`src/rtl/memory_sdp_pipe.sv`:
```
// memory_sdp_pipe: single-clock simple-dual-port RAM with per-byte write
// enables, selectable read-during-write behaviour, 1..3 cycle registered read
// latency with a valid strobe, and an optional post-reset clear sequencer.
module memory_sdp_pipe #(
  parameter int num_entries    = 8,
  parameter int data_bit_width = 32,
  parameter int byte_width     = 8,
  parameter int rd_latency     = 1,
  parameter int rdw_mode       = 0,
  parameter int init_on_reset  = 1,
  localparam int addr_bit_width = (num_entries > 1) ? $clog2(num_entries) : 1,
  localparam int num_bytes      = data_bit_width / byte_width
) (
  input  logic                      clk,
  input  logic                      rst,
  input  logic                      wr_en,
  input  logic [addr_bit_width-1:0] wr_addr,
  input  logic [data_bit_width-1:0] wr_data,
  input  logic [num_bytes-1:0]      wr_be,
  input  logic                      rd_en,
  input  logic [addr_bit_width-1:0] rd_addr,
  output logic [data_bit_width-1:0] rd_data,
  output logic                      rd_valid,
  output logic                      init_busy
);

  // Depth as an (addr+1)-bit constant so range checks also work for
  // non-power-of-two depths.
  localparam logic [addr_bit_width:0]   LP_DEPTH = (addr_bit_width+1)'(num_entries);
  localparam logic [addr_bit_width-1:0] LP_LAST  = addr_bit_width'(num_entries - 1);

  localparam logic [0:0] ST_IDLE  = 1'b0;
  localparam logic [0:0] ST_CLEAR = 1'b1;
  localparam logic [0:0] LP_RST_STATE = (init_on_reset != 0) ? ST_CLEAR : ST_IDLE;

  // Parameter sanity checks at elaboration.
  if ((data_bit_width % byte_width) != 0) begin : g_bad_width
    $error("memory_sdp_pipe: data_bit_width must be a multiple of byte_width");
  end
  if (rd_latency < 1 || rd_latency > 3) begin : g_bad_latency
    $error("memory_sdp_pipe: rd_latency must be 1..3");
  end
  if (num_entries < 2) begin : g_bad_depth
    $error("memory_sdp_pipe: num_entries must be >= 2");
  end

  logic [data_bit_width-1:0] r_mem [num_entries];

  logic [0:0]                r_state;
  logic [addr_bit_width-1:0] r_cnt;

  logic                      w_busy;
  logic                      w_wr_in_range;
  logic                      w_rd_in_range;
  logic                      w_wr_acc;
  logic                      w_rd_acc;
  logic [data_bit_width-1:0] w_mem_word;
  logic [data_bit_width-1:0] w_rd_word;

  logic [rd_latency:1]       r_vld_pipe;
  logic [data_bit_width-1:0] r_dat_pipe [1:rd_latency];

  assign w_busy        = (r_state == ST_CLEAR);
  assign w_wr_in_range = ({1'b0, wr_addr} < LP_DEPTH);
  assign w_rd_in_range = ({1'b0, rd_addr} < LP_DEPTH);

  // Requests arriving while the clear sequencer owns the array are dropped.
  assign w_wr_acc = wr_en & ~w_busy & w_wr_in_range;
  assign w_rd_acc = rd_en & ~w_busy;

  assign init_busy = w_busy;

  // Clear sequencer: walks every entry once after reset, then idles.
  always_ff @(posedge clk) begin
    if (rst) begin
      r_state <= LP_RST_STATE;
      r_cnt   <= '0;
    end else if (r_state == ST_CLEAR) begin
      if (r_cnt == LP_LAST) begin
        r_state <= ST_IDLE;
        r_cnt   <= '0;
      end else begin
        r_cnt <= r_cnt + 1'b1;
      end
    end
  end

  // Array write port: clear has priority, otherwise byte-masked user write.
  always_ff @(posedge clk) begin
    if (!rst) begin
      if (w_busy) begin
        r_mem[r_cnt] <= '0;
      end else if (w_wr_acc) begin
        for (int b = 0; b < num_bytes; b++) begin
          if (wr_be[b]) begin
            r_mem[wr_addr][b*byte_width +: byte_width] <= wr_data[b*byte_width +: byte_width];
          end
        end
      end
    end
  end

  assign w_mem_word = w_rd_in_range ? r_mem[rd_addr] : '0;

  // Read word with optional write-first bypass on a same-address collision.
  always_comb begin
    w_rd_word = w_mem_word;
    if ((rdw_mode != 0) && w_wr_acc && (wr_addr == rd_addr)) begin
      for (int b = 0; b < num_bytes; b++) begin
        if (wr_be[b]) begin
          w_rd_word[b*byte_width +: byte_width] = wr_data[b*byte_width +: byte_width];
        end
      end
    end
  end

  // Read pipeline: valid shifts every cycle, data stages load only on valid
  // so the output word holds between results.
  always_ff @(posedge clk) begin
    if (rst) begin
      r_vld_pipe <= '0;
      for (int i = 1; i <= rd_latency; i++) begin
        r_dat_pipe[i] <= '0;
      end
    end else begin
      r_vld_pipe[1] <= w_rd_acc;
      if (w_rd_acc) begin
        r_dat_pipe[1] <= w_rd_word;
      end
      for (int i = 2; i <= rd_latency; i++) begin
        r_vld_pipe[i] <= r_vld_pipe[i-1];
        if (r_vld_pipe[i-1]) begin
          r_dat_pipe[i] <= r_dat_pipe[i-1];
        end
      end
    end
  end

  assign rd_valid = r_vld_pipe[rd_latency];
  assign rd_data  = r_dat_pipe[rd_latency];

endmodule

```
`config.mk`:
```
export PLATFORM = sky130hd
export DESIGN_NAME = memory_sdp_pipe
export DESIGN_NICKNAME = d
export VERILOG_FILES = /design/src/rtl/memory_sdp_pipe.sv
export SDC_FILE = /design/constraint.sdc
export NUM_CORES = 1
export LEC_CHECK = 0
export ABC_AREA = 1
export CELL_PAD_IN_SITES_DETAIL_PLACEMENT = 2
export CELL_PAD_IN_SITES_GLOBAL_PLACEMENT = 2
export CORE_MARGIN = 1
export CORE_UTILIZATION = 37
export CTS_BUF_LIST = sky130_fd_sc_hd__clkbuf_4 sky130_fd_sc_hd__clkbuf_8 sky130_fd_sc_hd__clkbuf_16
export DETAILED_ROUTE_END_ITERATION = 8
export PLACE_DENSITY = 0.81
export SYNTH_ARGS = -nofsm -noshare
export SYNTH_HDL_FRONTEND = slang
export SYNTH_SLANG_ARGS = --single-unit
export TNS_END_PERCENT = 30
```
`constraint.sdc`:
```
create_clock -name clk -period 3.3 [get_ports clk]
set_input_delay 0.33 -clock clk [delete_from_list [all_inputs] [get_ports clk]]
set_output_delay 0.33 -clock clk [all_outputs]
set_load 0.03 [all_outputs]
```
# Word level (Yosys, flattened, before mapping)
# Memory sizes are Yosys's and may differ from the RTL's.
# Index checks and enable logic that the tools add are counted.
# W data, S select, Z words.
[totals]
inputBits = 46
latchBits = 0
ramBits = 288
output_inout_bits = 34
n_memories = 2
wordCells = 47
regBits = 5
romBits = 0
[op_classes]
n_reduce_logical = 1
n_div = 0
bitwise_logic = 4
eq_ne = 1
n_shift = 0
mul = 0
n_addsub = 1
magnitude_cmp = 0
mux = 35
[memory_table]
columns = ["memory", "words", "width", "read_ports", "rd_clocked_by_memory_dff", "write_ports", "line_no", "source"]
rows = [
  ["r_mem", 8, 32, 1, 0, 1, "47", "logic [data_bit_width-1:0] r_mem [num_entries];"],
  ["r_dat_pipe", 1, 32, 1, 0, 1, "61", "logic [data_bit_width-1:0] r_dat_pipe [1:rd_latency];"],
]
[ops]
columns = ["operator", "count"]
rows = [
  ["$mux W32", 2],
  ["$reduce_or A32 Y1", 1],
  ["$mux W1", 30],
  ["$mux W3", 2],
  ["$mux W4", 1],
  ["$add A3 B1 Y3 const B", 1],
  ["$eq A3 B3 Y1 const B", 1],
  ["$and A1 B1 Y1", 2],
  ["$not A1 Y1", 1],
  ["$or A1 B1 Y1", 1],
]

# Longest topological paths before layout
[logic_depth]
ltp_word = 8
mapped_depth = 8
mapped_depth_nobuf = 8

# Worst setup path before layout
# OpenSTA, ideal clock, no wires.
[synth_timing]
path_type = "register -> register"
from = "register r_state, in the netlist init_busy"
to = "memory r_dat_pipe[1][0], enable pin"
arrival_ns = 2.827
path_slack_ns = 0.008
n_path_buf = 0
stages_incl_launch_ff = 2
synth_period_minus_slack_ns = 3.292
cell_sequence = "dfxtp_1 -> o21ai_0"
[synth_between]
elab_chain_cells = 6
[synth_lines]
columns = ["element", "line_no", "source"]
rows = [
  ["from (decl)", "49", "logic [0:0] r_state;"],
  ["from (signal assigned)", "76", "r_state <= LP_RST_STATE;"],
  ["from (signal assigned)", "80", "r_state <= ST_IDLE;"],
  ["$not A1 Y1", "69", "assign w_rd_acc = rd_en & ~w_busy;"],
  ["$and A1 B1 Y1", "69", ""],
  ["$mux W1", "127", "if (w_rd_acc) begin"],
  ["$mux W1", "120", "if (rst) begin"],
  ["$mux W1 (not written as such)", "128", "r_dat_pipe[1] <= w_rd_word;"],
  ["$or A1 B1 Y1 (no line)", "--", ""],
  ["to (decl)", "61", ""],
]
# Every way passes these cells.

# Worst setup path after layout
[layout_timing]
from = "register r_state, in the netlist init_busy"
to = "memory r_mem[7][17], enable pin"
[layout_between]
elab_chain_cells = 8
word_cells_on_any_way = 24
cone_classes = "mux (21); bitwise (2); reduce/logical (1)"
[layout_lines]
columns = ["element", "line_no", "source"]
rows = [
  ["$not A1 Y1", "68", "assign w_wr_acc = wr_en & ~w_busy & w_wr_in_range;"],
  ["$and A1 B1 Y1", "68", ""],
  ["$mux W1", "93", "end else if (w_wr_acc) begin"],
  ["$mux W1", "91", "if (w_busy) begin"],
  ["$mux W1", "90", "if (!rst) begin"],
  ["$mux W1 (not written as such)", "96", "r_mem[wr_addr][b*byte_width +: byte_width] <= wr_data[b*byte_width +: byte_width];"],
  ["$reduce_or A32 Y1 (no line)", "--", ""],
  ["$mux W3 (no line) or $mux W4 (tied branches)", "--", ""],
  ["to (decl)", "47", ""],
]
# Parallel ways exist; a longest one is shown, timed or not.

==> results.yml <==
outcome:
  status: "finished, final reports clean"
sta:
  setup_violations: 0
  worst_pin_slew_ns: 1.34
  clock.fmax_mhz: 367
  layout_min_cycle_time_ns: 2.72
  max_slew_margin_pct: 10.9
  slew_viol_final: 0
  fin_crit_sh_pct: 82.5
  fin_tns_setup_ns: 0
  finalHoldViolCount: 0
  finClkSkew_ns: 0.0327
  rsz0062_at_grt: "false"
worst_setup_path:
  cp-start-kind: "flip-flop"
  r2r_start: "init_busy"
  endpoint_kind: "flip-flop"
  worst_r2r_path_depth: 6
  r2r_setup_slack_ns: 0.58
  r2r-end: "r_mem[7][17]"
  required_ns: 3.47
  crit_type: "reg -> reg"
  slowest_stage: "nor2_1"
  critPathArrivalTime_ns: 2.89
  critPathMaxStageDelay_ns: 0.85
  cp_max_fo: 8
  worstPathCellList: "nor2_4, o211ai_4, nand3_1, nand2_2, nand3_2, nor2_1"
power:
  power.total_mw: 8.32
  vdd_drop_max_mv: 0.377
  p_per_area_mw_per_mm2: 589
  total_leakage_power_nw: 4.85
route:
  wl_per_cell_um: 25.0
  ant_nets: 0
  drc: 0
  drtPass1Iterations: 7
  vias: 7817
  wirelength_um: 35600
  drt-initial-drc-count: 681
  vias_per_cell: 5.50
cells_and_area:
  drive_gt1_share_pct: 10.1
  final_area_mm2: 0.0141
  fill_cells: 2997
  num-nets-final: 1049
  stdcell_count: 1422
  area_delta_synth_final_pct: 19.7
  antennaDiodeCount: 0
grt:
  grt_pass1_vias: 8705
  grt_use_total_pct: 22.1
  grt_start_max_net_pins: 129
  grt_first_pass_wirelength_um: 54600
  antenna_found_initial: 0
  overflow: 0
clock_network:
  cts_tree: "built"
  hold_buffers: 0
  post_cts_buffers: 0
  cts_root_buf: "clkbuf_16"
  cts_resized: 0
  h-tree-depth: 1
  cts_sinks: 293
  cts_buffers: 31
  clock_path_buffers: 3
  path_clk_slew_ns: 0.06
  clk_latency_ns: 0.58
placement:
  placed_cell_area_mm2: 0.0131
  gp_congestion: 0.773
  dp_hpwl_um: 22000
  io_buffers: 79
  dp_cells: 1364
min_path:
  hp-start: "rd_addr[1]"
  hp-class: "in -> reg"
  hold_end: "r_dat_pipe[1][22]"
  worstHoldPathCells: 4
synth:
  postSynthAreaPerCell_um2: 12.9
  ys_warn_count: 0
  ys_seq_area_share_pct: 74.2
  syn_area_mm2: 0.0118
  syn_inst: 917
  synth_area_leaders: "edfxtp_1 73%, nor2_1 8.3%, o21ai_0 5.8%, mux2i_1 2.7%, o22ai_1 1.7%"
  synth.top_cell.area_share_pct: 73.3
  synth_fp_nets: 965
  yosysTopAreaCell: "edfxtp_1"
  ys_seq_elements: 293
  ys_types: 27
run:
  max-cap-violations: 0
floorplanning:
  die-width_um: 181
  die_h_um: 181
  start_util_pct: 38.0
  fp-row-count: 64
  die-area_mm2: 0.0326
  core_area_mm2: 0.0310
  ioPinCount: 80
==> power breakdown <==
| group | total (mW) | internal [mW] | switching [mW] |
|---|---|---|---|
| clock network | 3.58 | 2.10 | 1.47 |
| logic | 0.552 | 0.181 | 0.371 |
| registers | 4.19 | 4.15 | 0.0351 |
| total | 8.32 | 6.44 | 1.88 |
==> Yosys cell counts (all sizes together) <==
| master | n |
|---|---|
| o21ai | 164 |
| nand2 | 14 |
| a31oi | 4 |
| nor2 | 262 |
| nand3b | 2 |
| ha | 2 |
| nor3 | 1 |
| or2 | 1 |
| buf | 27 |
| o22ai | 32 |
| dfxtp | 5 |
| mux2i | 32 |
| a21oi | 1 |
| clkbuf | 25 |
| inv | 43 |
| o211ai | 2 |
| edfxtp | 288 |
| nand3 | 12 |
==> worst max-delay path by stage <==
stage,startpoint,endpoint,slack (ns),depth (start not counted)
final,init_busy,r_mem[7][17],0.58,6
after global routing,init_busy,r_mem[5][16],0.47,4
after CTS,init_busy,r_mem[7][17],0.55,6
after detailed placement,rst,r_mem[2][30],0.19,8
after global placement,rst,r_mem[3][31],0.46,8
after floorplan,init_busy,r_dat_pipe[1][0],0.008,1
==> registers in the layout (all words and copies together) (netlist names) <==
register,flops
r_cnt,3
r_dat_pipe,32
rd_valid,1
init_busy,1
r_mem,256
==> layout make-up <==
class | count | area (µm²) | area share [%]
inverter | 43 | 161 | 1.14
clock inverter | 15 | 153 | 1.08
timing repair buffer | 103 | 1020 | 7.20
sequential | 293 | 8750 | 62.0
clock buffer | 43 | 885 | 6.27
tap | 396 | 495 | 3.51
multi-input combinational | 529 | 2650 | 18.8
==> through the flow <==
step	setup WS [ns]	hold slack [ns]	util [%]
global placement	0.459	0.541	42.2
CTS	0.549	0.479	45.5
finish	0.578	0.489	45.5
detailed placement	0.194	0.555	42.2
floorplan	0.00751	0.480	-
global route	0.471	0.547	45.5
==> routing by layer <==
layer / global-route usage [%] / routed length [µm] / vias up / part of all wire (%)
met5: 0 / 0 / - / 0
met4: 5.47 / 570 / 0 / 1.6
met3: 2.65 / 1380 / 49 / 3.9
met2: 40.2 / 18700 / 242 / 53
met1: 27.9 / 15000 / 4073 / 42
li1: - / - / 3453 / -
==> critical path, delay by kind of cell, from the launching register on <==
family | cells | cell delay [ns]
AOI/OAI and AO/OA | 1 | 0.17
DFF | 1 | 0.58
and+or+nand+nor | 5 | 1.56
==> cell usage in the layout, fill, tap and decap left out, types with 2 or more instances in the layout <==
cell type,Yosys,routed
o22ai_1,32,32
inv_2,1,2
buf_4,2,22
clkinv_1,0,3
nor2_1,261,261
o211ai_4,2,2
clkbuf_16,0,31
buf_12,0,4
edfxtp_1,288,288
dfxtp_1,5,5
clkinv_2,0,7
nand3b_1,2,2
o21ai_0,137,136
clkbuf_4,0,9
nand3_1,4,4
bufinv_16,0,3
nand2_1,7,7
nand3_2,8,8
ha_1,2,2
nand2_2,6,6
a31oi_1,4,4
clkdlybuf4s50_1,0,77
inv_1,42,41
o21ai_1,27,27
clkbuf_8,0,3
mux2i_1,32,32
==> cell families after synthesis <==
kind of cell               after synthesis  share of synthesized area [%]
AOI/OAI and AO/OA                      203                           9.27
DFF                                    293                           74.2
buffers and inverters                   95                           3.45
muxes                                   32                           2.72
adders and majority gates                2                          0.212
and+or+nand+nor                        292                           10.2
(Power assumes the default switching activity.)
==> RTL change 1 (config.mk and constraints unchanged) <==
`data_bit_width`: 32 -> 64.
--- a/src/rtl/memory_sdp_pipe.sv
+++ b/src/rtl/memory_sdp_pipe.sv
@@ -4,5 +4,5 @@
 module memory_sdp_pipe #(
   parameter int num_entries    = 8,
-  parameter int data_bit_width = 32,
+  parameter int data_bit_width = 64,
   parameter int byte_width     = 8,
   parameter int rd_latency     = 1,
Ports: changed (resized rd_data, wr_be and wr_data); port bits go from 80 to 148. No check against the original RTL was run, so the function may have changed too.
==> RTL change 1 against the original RTL <==
Wire length is 120% higher. Core utilization is 0.49 points lower. Critical path depth is 3 higher. Clock skew is 0.0039 ns lower. Power is 94% higher. Setup slack worse by 0.23 ns. Via count increased by 100%. First-iteration DRC count increased by 67%. Hold slack got worse by 0.19 ns. Synthesized area is 95% higher. Final area is 97% higher. Count of clock-buffer cells in the layout up 25. Sequential cell count grew 288.
==> RTL change 1: results <==
{
  "syn_nets": 1895,
  "peakVddDrop_mv": 0.476,
  "first_pass_iters": 5,
  "top_layer_used": "met5",
  "use_met2_pct": 44.0,
  "placedCellCount": 2771,
  "place_ws_ns": -0.169,
  "grt_pass1_vias": 17600,
  "status": "completed",
  "crit_path_max_fanout": 16,
  "fin_skew_ns": 0.0288,
  "grt_max_degree": 124,
  "fillers": 6037,
  "min_period_ns": 2.95,
  "grt_first_pass_wirelength_um": 114000,
  "grtUsageTotal_pct": 24.3,
  "ys_top_cells_by_area": "edfxtp_1 75%, nor2_1 8.6%, o21ai_0 6.7%",
  "arrival_ns": 3.21,
  "holdWs_ns": 0.300,
  "p_leak_nw": 9.48,
  "ff2ff_setup_slack_ns": 0.35,
  "synth_seq_area_share_pct": 75.5,
  "drt-met1-wl_um": 31300,
  "use_met3_pct": 3.49,
  "drive_gt1_share_pct": 10.1,
  "crit_path_end": "r_mem[7][29]$_DFFE_PP_",
  "wl_met2_um": 40200,
  "syn_avg_cell_area_um2": 12.7,
  "cts_buffers": 59,
  "wl_per_cell_um": 26.7,
  "antenna_found_initial": 1,
  "clk_latency_ns": 0.64,
  "dpl_cell_area_mm2": 0.0259,
  "hold_end": "r_dat_pipe[1][51]$_SDFFCE_PN0P_",
  "reg_top3": "r_mem x512, r_dat_pipe x64, r_cnt x3",
  "gp_congestion": 0.802,
  "worst_pin_slew_ns": 1.04,
  "drt_iter0_markers": 1136,
  "synth_common_cells": "576 x edfxtp_1, 525 x nor2_1, 306 x o21ai_0, 82 x inv_1, 73 x clkbuf_1",
  "viasPerCell": 5.44,
  "wl_um": 76900,
  "h-tree-depth": 2,
  "grtUsageMet1_pct": 30.0
}
## RTL change 1: power breakdown
part	total, mW	internal, mW	switching, mW	leakage [nW]
clock	6.69	3.80	2.89	0.939
sequential	8.32	8.26	0.0680	5.37
combinational	1.13	0.351	0.783	3.17
## RTL change 1: critical path, cell delays in order, from the launching register on
cell and delay, ns:
dfxtp_1 0.33, nor2_4 0.37, nand2_1 0.21, nand2_2 0.19, nor2_8 0.06, nand2_4 0.11, nand2_1 0.15, nand2_4 0.19
nand3_4 0.20, nor2_1 0.75
## RTL change 1: final cells by class
class,count,area (um2),share of cell area [%]
flip-flops and latches,581,17400,62.7
multi-input cells,1033,4860,17.5
well taps,837,1050,3.77
inverters,84,323,1.16
clock inverters,40,337,1.21
repair buffers,236,2240,8.07
clock buffers,68,1540,5.56
## RTL change 1: logic make-up after synthesis
logic type      count (synthesis)  synth area share, %
fa+ha+maj                       2                0.109
flops                         581                 75.5
buf+inv                       197                 3.41
simple gates                  570                 10.2
compound gates                461                 10.7
==> RTL change 2 (same settings) <==
Made on the original files. Register the outputs `rd_data`, `rd_valid` and `init_busy`, with the module's reset; this adds one clock of latency there.
--- a/src/rtl/memory_sdp_pipe.sv
+++ b/src/rtl/memory_sdp_pipe.sv
@@ -69,5 +69,15 @@
   assign w_rd_acc = rd_en & ~w_busy;
 
-  assign init_busy = w_busy;
+  always_ff @(posedge clk) begin
+    if (rst) begin
+      rd_data   <= '0;
+      rd_valid  <= '0;
+      init_busy <= '0;
+    end else begin
+      rd_data   <= r_dat_pipe[rd_latency];
+      rd_valid  <= r_vld_pipe[rd_latency];
+      init_busy <= w_busy;
+    end
+  end
 
   // Clear sequencer: walks every entry once after reset, then idles.
@@ -137,6 +147,4 @@
   end
 
-  assign rd_valid = r_vld_pipe[rd_latency];
-  assign rd_data  = r_dat_pipe[rd_latency];
 
 endmodule
Check against the original RTL: not equivalent (a bounded check fails within 4 cycles, from zero or initial values and one cycle with rst high).
==> RTL change 2 against the original RTL <==
Via count increased by 5.6%. Setup slack improved by 0.34 ns. Wire length increased by 7.8%. Hold slack got worse by 0.28 ns. Sequential share of layout area decreased by 0.58 points. Count of clock-buffer cells in the layout grew 8. Final area up 8.8%. Final cell count increased by 12%. Synthesized area rose by 8.1%. Power rose by 12%. Largest cell class unchanged. Largest power group unchanged. Critical path type unchanged. Sequential cell count rose by 34. Critical endpoint is now r_mem[5][10]$_DFFE_PP_.
==> RTL change 2: results <==
{
  "ys_top_cells_by_area": "edfxtp_1 68%, nor2_1 8.7%, dfxtp_1 6.1%",
  "cts_buffers": 36,
  "peakVddDrop_mv": 0.296,
  "arrival_ns": 2.52,
  "synth_seq_area_share_pct": 74.0,
  "first_pass_iters": 4,
  "hpwl_um": 24900,
  "drt_iter0_markers": 430,
  "clk_latency_ns": 0.52,
  "grt_pass1_vias": 9407,
  "grt_max_degree": 101,
  "fin_skew_ns": 0.0125,
  "drive_gt1_share_pct": 11.4,
  "intPower_mw": 7.21,
  "synth_compound_area_share_pct": 8.58,
  "place_ws_ns": 0.587,
  "wl_um": 38400,
  "grt_first_pass_wirelength_um": 58000,
  "reg_top3": "r_mem x256, r_dat_pipe x32, rd_data x32",
  "status": "completed",
  "gp_congestion": 0.774,
  "synth_mux_area_share_pct": 2.51,
  "grtUsageTotal_pct": 22.2,
  "cts_setup_buffers": 0,
  "h-tree-depth": 2
}
RTL change 2: worst paths after layout:
check | startpoint | end | slack, ns | depth (start not counted)
worst min register to register | r_dat_pipe[1][27]$_SDFFCE_PN0P_ | rd_data[27]$_SDFF_PP0_ | 0.44 | 2
worst max register to register | r_state$_SDFF_PP1_ | r_mem[5][10]$_DFFE_PP_ | 0.92 | 4
worst max-delay path | r_state$_SDFF_PP1_ | r_mem[5][10]$_DFFE_PP_ | 0.92 | 4
worst min-delay path | rst | init_busy$_SDFF_PP0_ | 0.21 | 2
RTL change 2: power by group through the flow:
stage | clock, mW | sequential (mW) | combinational, mW
finish | 4.10 | 4.62 | 0.587
CTS | 4.17 | 4.62 | 0.596
global route | 4.32 | 4.62 | 0.634
floorplan | 0 | 4.72 | 0.295
detailed placement | 0 | 4.71 | 0.585
global placement | 0 | 4.69 | 0.548
RTL change 2: layout make-up:
cell class	count	area, um2
clock buffers	51	1070
clock inverters	15	141
fillers	3364	18300
inverters	76	285
multi-input cells	562	2780
flip-flops and latches	327	9430
well taps	448	561
repair buffers	118	1090
RTL change 2: cells by family (layout without fill, tap and decap cells):
group | after synthesis | count (layout)
AO/OA/AOI/OAI | 203 | 203
adder cells (fa/ha/maj) | 2 | 2
buffers and inverters | 132 | 260
flip-flops | 327 | 327
multiplexers | 32 | 32
AND/OR/NAND/NOR | 325 | 325
RTL change 2: through the flow:
step	hold slack, ns	cells	util (%)	cell area [um2]
after floorplan	0.388	1021	-	12700
after global placement	0.394	1531	42.0	14100
after detailed placement	0.405	1531	42.0	14100
after CTS	0.185	1597	45.6	15400
after global routing	0.207	1597	45.6	15400
final	0.209	1597	45.6	15400
RTL change 2: routing by layer:
layer	share of wire (%)	wire, um	global-route usage [%]
met1	41	15600	27.0
met3	4.2	1630	3.78
met4	4.2	1620	10.2
met2	51	19600	38.3
met5	0	0	0
